--- src/rtl/loader_pkg.sv ---
// Shared types and constants for the instruction-memory boot loader.
package loader_pkg;

   // Frame parser states; CHECK is only entered when the checksum trailer is built in
   typedef enum logic [2:0] {
      IDLE   = 3'd0,
      LEN_HI = 3'd1,
      LEN_LO = 3'd2,
      DATA   = 3'd3,
      CHECK  = 3'd4,
      DONE   = 3'd5,
      ERROR  = 3'd6
   } state_t;

   localparam logic [7:0] SYNC_BYTE = 8'hA5;
   localparam int         LEN_WIDTH = 16;

endpackage

--- src/rtl/imem_loader.sv ---
// Boot-time instruction memory loader.
// Parses a framed byte stream (SYNC, LEN_HI, LEN_LO, payload[, CHK]) arriving
// over a valid/ready link and writes payload byte k to memory address k.
// The CPU is held in reset until a frame has loaded cleanly.
// Optional feature macro: LOADER_CHECKSUM_EN adds an XOR checksum trailer byte
// that must match the running XOR of the payload before the load is accepted.
module imem_loader
   import loader_pkg::*;
#(
   parameter int ADDRESS_WIDTH = 32,
   parameter int DATA_WIDTH    = 8,
   parameter int MEM_BYTES     = 1024
) (
   input  logic                     clk,
   input  logic                     rst,
   input  logic                     in_valid,
   output logic                     in_ready,
   input  logic [DATA_WIDTH-1:0]    in_data,
   output logic                     mem_we,
   output logic [ADDRESS_WIDTH-1:0] mem_addr,
   output logic [DATA_WIDTH-1:0]    mem_wdata,
   output logic                     cpu_hold,
   output logic                     done,
   output logic                     error
);

   state_t               state;
   logic [LEN_WIDTH-1:0] len_reg;
   logic [LEN_WIDTH-1:0] count;
   logic [LEN_WIDTH-1:0] len_full;
   logic                 xfer;
   logic                 is_sync;
   logic                 len_bad;
   logic                 last_byte;

`ifdef LOADER_CHECKSUM_EN
   logic [DATA_WIDTH-1:0] chk;
`endif

   // The only state that refuses bytes is the one-cycle DONE pulse
   assign in_ready = (state != DONE);

   assign xfer      = in_valid & in_ready;
   assign is_sync   = (in_data == SYNC_BYTE);
   assign len_full  = {len_reg[LEN_WIDTH-1:8], in_data[7:0]};
   assign len_bad   = (len_full == '0) || (32'(len_full) > 32'(MEM_BYTES));
   assign last_byte = (count == (len_reg - 16'd1));

   // Frame parser FSM with registered write port and status outputs
   always_ff @(posedge clk or posedge rst) begin
      if (rst) begin
         state     <= IDLE;
         len_reg   <= '0;
         count     <= '0;
         mem_we    <= 1'b0;
         mem_addr  <= '0;
         mem_wdata <= '0;
         cpu_hold  <= 1'b1;
         done      <= 1'b0;
         error     <= 1'b0;
`ifdef LOADER_CHECKSUM_EN
         chk       <= '0;
`endif
      end else begin
         mem_we <= 1'b0;
         done   <= 1'b0;
         case (state)
            IDLE: begin
               if (xfer && is_sync) begin
                  state    <= LEN_HI;
                  error    <= 1'b0;
                  cpu_hold <= 1'b1;
               end
            end
            LEN_HI: begin
               if (xfer) begin
                  len_reg[LEN_WIDTH-1:8] <= in_data[7:0];
                  state                  <= LEN_LO;
               end
            end
            LEN_LO: begin
               if (xfer) begin
                  len_reg <= len_full;
                  if (len_bad) begin
                     state    <= ERROR;
                     error    <= 1'b1;
                     cpu_hold <= 1'b1;
                  end else begin
                     state <= DATA;
                     count <= '0;
`ifdef LOADER_CHECKSUM_EN
                     chk   <= '0;
`endif
                  end
               end
            end
            DATA: begin
               if (xfer) begin
                  mem_we    <= 1'b1;
                  mem_addr  <= ADDRESS_WIDTH'(count);
                  mem_wdata <= in_data;
                  count     <= count + 16'd1;
`ifdef LOADER_CHECKSUM_EN
                  chk       <= chk ^ in_data;
                  if (last_byte) begin
                     state <= CHECK;
                  end
`else
                  if (last_byte) begin
                     state    <= DONE;
                     done     <= 1'b1;
                     cpu_hold <= 1'b0;
                  end
`endif
               end
            end
`ifdef LOADER_CHECKSUM_EN
            CHECK: begin
               if (xfer) begin
                  if (in_data == chk) begin
                     state    <= DONE;
                     done     <= 1'b1;
                     cpu_hold <= 1'b0;
                  end else begin
                     state    <= ERROR;
                     error    <= 1'b1;
                     cpu_hold <= 1'b1;
                  end
               end
            end
`endif
            DONE: begin
               state <= IDLE;
            end
            ERROR: begin
               if (xfer && is_sync) begin
                  state <= LEN_HI;
                  error <= 1'b0;
               end
            end
            default: begin
               state <= IDLE;
            end
         endcase
      end
   end

endmodule

--- config.mk ---
export PLATFORM = sky130hd
export DESIGN_NAME = imem_loader
export DESIGN_NICKNAME = d
export VERILOG_FILES = /design/src/rtl/loader_pkg.sv /design/src/rtl/imem_loader.sv
export SDC_FILE = /design/constraint.sdc
export NUM_CORES = 1
export LEC_CHECK = 0
export ABC_AREA = 0
export ABC_CLOCK_PERIOD_IN_PS = 6100
export CAP_MARGIN = 20
export CORE_MARGIN = 4
export CORE_UTILIZATION = 30
export CTS_CLUSTER_SIZE = 28
export DETAILED_ROUTE_END_ITERATION = 16
export PLACE_DENSITY = 0.5
export SYNTH_ARGS = -nofsm -noshare
export SYNTH_HDL_FRONTEND = slang
export SYNTH_SLANG_ARGS = --single-unit
--- constraint.sdc ---
create_clock -name clk -period 6.1 [get_ports clk]
set_clock_uncertainty 0.05 [all_clocks]
set_input_delay 0.61 -clock clk [delete_from_list [all_inputs] [get_ports clk]]
set_output_delay 0.61 -clock clk [all_outputs]
set_load 0.01 [all_outputs]
==> flow_summary.ini <==
[status]
status = completed

[power_and_ir_drop]
fin_total_pwr_mw = 1.61
switching_share_pct = 34.8
power_frac_seq_pct = 40.0
vdd_drop_max_uv = 166
clkPwrFrac_pct = 31.1
pwr-share-comb_pct = 28.9
power_leakage_nw = 1.82
p_int_mw = 1.05
p_switching_mw = 0.562
power.density_nw_per_um2 = 387

[drt]
wl_mm = 8.64
drt_first_pass_iters = 4
vias = 2798
drt-wirelength-per-cell_um = 15.6
drtAntennaViolNets = 0
drt_iter0_markers = 79
vias_per_cell = 5.06
post-route-drc-count = 0

[worst_setup_path]
cp_common_cell = or4_1
arrival_ns = 3.66
critPathLaunchType = input pin
endpoint_kind = flip-flop
slowest_stage = or4_1
crit_chain = clkdlybuf4s50_1, or4_1, o31a_1, nor3_1, o21ai_0, or4_1, a21oi_1
crit_required_ns = 6.29
crit_type = in -> reg
slowest_delay_ns = 0.59
critPathMaxFanout = 6

[sta]
tightest_slew_ns = 0.917
final-hold-violation-count = 0
rsz0062_at_grt = false
fin_crit_sh_pct = 56.8
finalMaxSlewViolations = 0
min_period_ns = 3.47
clock.fmax_mhz = 288
setup_viol = 0
fin_setup_tns_ns = 0
max_slew_margin_pct = 38.7

[floorplan]
fp.dieH_um = 115
io_pins = 56
rows = 38
die_w_um = 115
core_um2 = 11100
die_area_um2 = 13300
initial_core_util_pct = 31.2

[grt]
grt_max_degree = 64
antenna_found_initial = 0
grt_pass1_vias = 2743
grt_pass1_wl_mm = 14.5
grt_overflow = 0
track_usage_pct = 14.0

[clock_tree]
cts.hold.buffers_added = 0
cts_made_buffers = 9
path_clk_slew_ns = 0.05
cts-resized-gates = 0
post_cts_buffers = 0
cts_sinks = 63
cts_max_level = 3
clockRootBuffer = clkbuf_16
cts_tree = built
insertion_delay_ns = 0.33
cts_max_path_buffers = 2

[synth]
synth-edff-count = 0
synth_seq_cells = 63
async_flop_share_pct = 100
yosys.cell_types.count = 49
synth_warnings = 0
netlist_area_um2 = 3460
syn_inst = 379
synth-main-ff-cell = dfrtp_1
yosysSeqAreaShare_pct = 45.6
synth.avg_cell_area_um2 = 9.12

[finish]
drive_above_1_share_pct = 10.4
instances_no_fill = 553
fin_nets = 421
layout_common_cells = 88 x nand2_1, 62 x dfrtp_1, 39 x clkdlybuf4s50_1
synthToLayoutAreaGrowth_pct = 20.5
layout_commonest_cell = nand2_1
fin_area_um2 = 4170
n_antenna_cell = 0

[placement]
io_buffers = 39
placed_area_um2 = 3880
dp_cells = 537
dpl.hpwl_mm = 6.26
gp_congestion = 0.804

[hold_path]
hold_class = reg -> reg

[run]
cap_violations = 0
## per-stage QoR
| stage | hold WS, ns | worst slack (ns) | util, % |
|---|---|---|---|
| 3_3_place_gp | 0.414 | 2.31 | 34.9 |
| 3_5_place_dp | 0.412 | 2.31 | 35.0 |
| 4_1_cts | 0.428 | 2.64 | 37.6 |
| 6_report | 0.421 | 2.63 | 37.6 |
| 2_1_floorplan | 0.463 | 3.03 | - |
| 5_1_grt | 0.451 | 2.42 | 37.6 |
## kinds of logic after synthesis
kind of cell	share of synthesized area (%)
AND/OR/NAND/NOR	25.8
flip-flops	45.6
buffers and inverters	7.38
AO/OA/AOI/OAI	7.16
XOR/XNOR	8.61
multiplexers	4.56
adder cells (fa/ha/maj)	0.723
other	0.108
## critical path, delay by kind of cell
kind	cells	cell delay (ns)
compound gates	3	0.86
buf+inv	1	0.53
simple gates	3	1.64
## layout make-up
class	count	area, um2
Clock buffer	10	229
Clock inverter	6	61.3
Fill cell	1122	6910
Inverter	10	37.5
Multi-Input combinational cell	283	1680
Sequential cell	63	1580
Tap cell	140	175
Timing Repair Buffer	41	405
## power by group through the flow
stage,clock (mW),sequential [mW],combinational [mW]
floorplan,0,0.584,0.399
global placement,0,0.653,0.461
detailed placement,0,0.652,0.467
CTS,0.514,0.646,0.470
global route,0.532,0.665,0.521
finish,0.502,0.645,0.466
## final timing paths
check | start | endpoint | slack, ns | cells after the start
min | mem_addr[10] | mem_addr[10] | 0.42 | 2
min in group asynchronous | rst | mem_addr[12] | 0.79 | 3
max | in_data[6] | count[14] | 2.63 | 7
max reg2reg | len_reg[0] | state[1] | 2.83 | 8
max in group asynchronous | rst | len_reg[7] | 4.68 | 3
min reg2reg | mem_addr[10] | mem_addr[10] | 0.42 | 2
## layer usage
| layer | share of wire [%] | GRT usage [%] | up-vias |
|---|---|---|---|
| li1 | - | - | 1337 |
| met4 | 3.1 | 6.96 | 0 |
| met3 | 4.4 | 2.74 | 20 |
| met5 | 0 | 0 | - |
| met2 | 46 | 21.3 | 78 |
| met1 | 47 | 18.8 | 1363 |
## synthesized netlist by cell type (all sizes together), types with 2 or more instances
master	count	area, um2
clkbuf	17	63.8
nor4	15	100
and4	2	17.5
o21ai	10	50.1
a2111oi	2	17.5
inv	10	37.5
xnor2	28	245
a31oi	4	25.0
mux2	14	158
nand3b	3	22.5
nand4	7	43.8
xor2	6	52.6
nand2b	2	12.5
dfrtp	62	1550
and3	4	25.0
buf	21	154
o31a	3	26.3
nand2	88	330
a21oi	7	35.0
nor2	21	78.8
o31ai	2	15.0
or2	2	12.5
nor3	15	75.1
nand3	6	30.0
ha	2	25.0
or4	7	60.1
No activity file was read; power rests on OpenSTA's default activity.
